[src/rtl/serial_comparator.sv]
// serial_comparator -- bit-serial unsigned magnitude comparator.
//
// Accepts an operand pair (A, B) on a valid/ready handshake, then walks the
// bits MSB-first, one bit per clock, latching the first difference into a
// gt/lt flag pair. The result (AeB/AgB/AlB) is held on a valid/ready output
// handshake until the consumer takes it. No overlap: a new pair is accepted
// only once the previous result has been taken.
//
// Optional feature (compile-time macro):
//   SERIAL_CMP_EARLY_EXIT_EN -- finish as soon as the first differing bit is
//   seen instead of always walking all WIDTH bits.
//
// Ports:
//   clk        single clock, rising edge
//   rst        synchronous, active-high reset
//   in_valid   operand pair presented
//   in_ready   block can accept a pair (IDLE only)
//   A, B       unsigned operands, WIDTH bits
//   out_valid  result presented (DONE only)
//   out_ready  consumer takes the result
//   AeB/AgB/AlB  A==B / A>B / A<B, all zero unless out_valid
//   busy       high whenever not IDLE
module serial_comparator #(
  parameter int WIDTH = 4
) (
  input  logic             clk,
  input  logic             rst,
  input  logic             in_valid,
  output logic             in_ready,
  input  logic [WIDTH-1:0] A,
  input  logic [WIDTH-1:0] B,
  output logic             out_valid,
  input  logic             out_ready,
  output logic             AeB,
  output logic             AgB,
  output logic             AlB,
  output logic             busy
);

  localparam int CW = $clog2(WIDTH);

  typedef enum logic [1:0] {
    IDLE  = 2'd0,
    SHIFT = 2'd1,
    DONE  = 2'd2
  } state_t;

  state_t           state_q, state_d;
  logic [WIDTH-1:0] a_q, a_d;
  logic [WIDTH-1:0] b_q, b_d;
  logic [CW-1:0]    cnt_q, cnt_d;
  logic             gt_q, gt_d;
  logic             lt_q, lt_d;

  logic bit_gt, bit_lt, last_bit, finish;

  // Operands shift left, so the bit under test is always the MSB.
  assign bit_gt   = a_q[WIDTH-1] & ~b_q[WIDTH-1];
  assign bit_lt   = ~a_q[WIDTH-1] & b_q[WIDTH-1];
  assign last_bit = (cnt_q == '0);

  always_comb begin
    state_d = state_q;
    a_d     = a_q;
    b_d     = b_q;
    cnt_d   = cnt_q;
    gt_d    = gt_q;
    lt_d    = lt_q;
    finish  = 1'b0;
    case (state_q)
      IDLE: begin
        if (in_valid) begin
          a_d     = A;
          b_d     = B;
          cnt_d   = CW'(WIDTH - 1);
          gt_d    = 1'b0;
          lt_d    = 1'b0;
          state_d = SHIFT;
        end
      end
      SHIFT: begin
        // Only the first (most significant) difference decides the result.
        if (!gt_q && !lt_q) begin
          gt_d = bit_gt;
          lt_d = bit_lt;
        end
        a_d = {a_q[WIDTH-2:0], 1'b0};
        b_d = {b_q[WIDTH-2:0], 1'b0};
        if (!last_bit) cnt_d = cnt_q - 1'b1;
`ifdef SERIAL_CMP_EARLY_EXIT_EN
        finish = last_bit | gt_d | lt_d;
`else
        finish = last_bit;
`endif
        if (finish) state_d = DONE;
      end
      DONE: begin
        if (out_ready) state_d = IDLE;
      end
      default: state_d = IDLE;
    endcase
  end

  always_ff @(posedge clk) begin
    if (rst) begin
      state_q <= IDLE;
      a_q     <= '0;
      b_q     <= '0;
      cnt_q   <= '0;
      gt_q    <= 1'b0;
      lt_q    <= 1'b0;
    end else begin
      state_q <= state_d;
      a_q     <= a_d;
      b_q     <= b_d;
      cnt_q   <= cnt_d;
      gt_q    <= gt_d;
      lt_q    <= lt_d;
    end
  end

  assign in_ready  = (state_q == IDLE);
  assign busy      = (state_q != IDLE);
  assign out_valid = (state_q == DONE);
  assign AgB       = out_valid & gt_q;
  assign AlB       = out_valid & lt_q;
  assign AeB       = out_valid & ~gt_q & ~lt_q;

endmodule
[config.mk]
export PLATFORM = sky130hd
export DESIGN_NAME = serial_comparator
export DESIGN_NICKNAME = d
export VERILOG_FILES = /design/src/rtl/serial_comparator.sv
export SDC_FILE = /design/constraint.sdc
export NUM_CORES = 1
export LEC_CHECK = 0
export CAP_MARGIN = 20
export CORE_AREA = 2 2 79 43
export CTS_BUF_LIST = sky130_fd_sc_hd__clkbuf_4
export CTS_CLUSTER_SIZE = 14
export DETAILED_ROUTE_END_ITERATION = 10
export DIE_AREA = 0 0 81 45
export HOLD_SLACK_MARGIN = 0.02
export REMOVE_ABC_BUFFERS = 1
export SYNTH_ARGS = -nofsm -noshare
export SYNTH_HDL_FRONTEND = slang
export SYNTH_SLANG_ARGS = --single-unit
[constraint.sdc]
create_clock -name clk -period 1.15 [get_ports clk]
set_input_delay 0.23 -clock clk [delete_from_list [all_inputs] [get_ports clk]]
set_output_delay 0.23 -clock clk [all_outputs]
set_load 0.005 [all_outputs]
==> out/results.ini <==
[sta]
slew-limit-headroom_pct = 84.5
fmax_ghz = 0.799
fin_crit_ns = 1.25
final.setup.worst_slack_ns = -0.101
fin_crit_sh_pct = 109
drv_slew = 0
fin_skew_ns = 0.00414
worst_slew_pin_slew_ns = 0.232
hold_violations = 0
rsz0062_at_grt = yes
setup_violations = 12

[grt]
grt_usage_pct = 10.2
gr-total-overflow = 0
grt_pass1_wl_um = 2680
grt_pass1_vias = 598
grt_start_max_net_pins = 10
antenna_found_initial = 0

[critical_path]
critPathKind = reg2out
startpoint_type = register
worst-r2r-setup-slack_ns = -0.04
cp-end-kind = output port
rr_worst_depth = 6
rr_startpoint = state_q[0]
r2r-end = lt_q
critPathMaxFanout = 3
crit_required_ns = 0.92
arrival_ns = 1.02

[place]
place.gp.congestion = 0.670
io_buffers = 17
hpwlAfterDp_um = 1110

[routing]
wl_per_cell_um = 10.5
routed-via-count = 615
top_layer = met4
drc = 0
wl_met3_um = 38
ant_nets = 0
wl_um = 1550
drtIter0Drc = 53
via_per_inst = 4.18
wl_met2_um = 752
wl_met1_um = 738
drt-pass1-iter-count = 4

[status]
violations = negative setup slack
status = finished with violations

[worst_hold_path]
worstHoldStart = cnt_q[0]
worstHoldEndpoint = cnt_q[0]
whs_path_depth = 2
hold_path_class = reg2reg

[pwr]
ir_drop_uv = 449
powerDensity_nw_per_um2 = 1130
power.total_mw = 1.32
power.leakage_nw = 0.485

[finish]
drive_above_1_share_pct = 51.4
final_common_cell = buf_4
utilization_pct = 40.4
area_delta_synth_final_pct = 67.3
final_nets = 121
antennaDiodeCount = 0
final_cell_mix = 12 x buf_4, 11 x dfxtp_1, 10 x nor2_1, 10 x clkdlybuf4s50_1, 7 x buf_6

[cts]
root_buffer = clkbuf_4
path_clk_slew_ns = 0.08
numCtsBuffers = 3
clk_latency_ns = 0.28
cts_htree_levels = 1
postCtsHoldBufs = 0
cts_buffer_depth = 2
cts_tree = done
cts_num_sinks = 14

[logic_synthesis]
ys_seq_area_share_pct = 39.9
ys_types = 23
yosys_warnings = 0
syn_area_um2 = 703
synth_cells = 68
synth.avg_cell_area_um2 = 10.3
synth_seq_cells = 14

[floorplanning]
core_um2 = 2910
fp.dieW_um = 81
ios = 18
placementRows = 14
start_util_pct = 24.2
die_area_um2 = 3650
die_y_um = 45

[run]
cap_violations = 0

==> metrics by stage <==
step | area [µm²] | TNS [ns] | instances | setup slack, ns | hold WS [ns]
final | 1180 | -0.420 | 147 | -0.101 | 0.500
after CTS | 1120 | -0.500 | 146 | -0.120 | 0.508
after global placement | 1020 | -3.16 | 138 | -0.231 | 0.487
after floorplan | 677 | -0.878 | 65 | -0.149 | 0.295
after detailed placement | 1020 | -3.40 | 138 | -0.243 | 0.500
after global routing | 1180 | -1.46 | 147 | -0.175 | 0.527
==> report_power, final <==
part / total [mW] / internal (mW) / switching (mW)
clock network: 0.279 / 0.126 / 0.153
registers: 0.567 / 0.536 / 0.0312
logic: 0.478 / 0.289 / 0.189
total: 1.32 / 0.950 / 0.374
==> area by class of cell <==
cell class / count / area (µm²)
fill: 288 / 1730
multi-input combinational: 48 / 463
timing repair buffer: 37 / 338
sequential: 14 / 284
tap: 40 / 50.0
clock buffer: 3 / 22.5
inverter: 4 / 15.0
clock inverter: 1 / 3.75
==> routing by layer <==
layer | vias to the layer above | track usage, %
met2 | 10 | 17.5
met1 | 279 | 12.2
met5 | - | 0
met3 | 4 | 2.40
li1 | 322 | -
met4 | 0 | 5.08
==> sequential cells by signal, indices dropped and copies added (netlist names) <==
name and cells:
a_q 4, state_q 2, cnt_q 2, lt_q 1, b_q 4, gt_q 1
==> synth_stat cells, drive strengths merged <==
master | instances | area (µm²)
ha | 1 | 12.5
dfxtp | 14 | 280
a22oi | 2 | 15.0
a21o | 1 | 7.51
a221oi | 1 | 15.0
nand2b | 3 | 18.8
and2 | 2 | 12.5
nor2 | 12 | 45.0
nand2 | 1 | 3.75
nor4b | 1 | 23.8
a21oi | 3 | 15.0
mux2i | 6 | 60.1
nor3b | 2 | 25.0
o21ba | 1 | 16.3
o22a | 1 | 8.76
nor3 | 1 | 5.00
o21bai | 1 | 7.51
a211oi | 6 | 75.1
clkbuf | 1 | 3.75
inv | 4 | 15.0
buf | 2 | 22.5
nand3b | 2 | 15.0
==> cell families after synthesis <==
kind of cell	Yosys count	synth area share [%]
AOI/OAI and AO/OA	16	22.8
adders and majority gates	1	1.78
buffers and inverters	7	5.87
DFF	14	39.9
muxes	6	8.54
and+or+nand+nor	24	21.2
==> worst max-delay path: stages (launching register included) <==
cell	delay (ns)
dfxtp_2	0.34
nand2b_4	0.14
inv_2	0.04
and2_1	0.12
buf_2	0.12
==> repair_timing <==
item | CTS | global route
endpoints found under the hold margin | 0 | 0
gates cloned | 1 | 0
gates resized for setup | 45 | 10
setup buffers | 3 | 1
pin swaps | 7 | 2
endpoints found under the setup margin | 19 | 18
==> how the worst max path moves through the flow <==
stage	start	endpoint	slack, ns	cells after the start
final	state_q[0]	AgB	-0.10	4
after global routing	state_q[0]	AgB	-0.17	4
after CTS	state_q[0]	AlB	-0.12	4
after detailed placement	state_q[0]	AlB	-0.24	4
after global placement	state_q[0]	AlB	-0.23	4
after floorplan	state_q[0]	cnt_q[1]	-0.15	3
No activity file was read; power rests on OpenSTA's default activity.
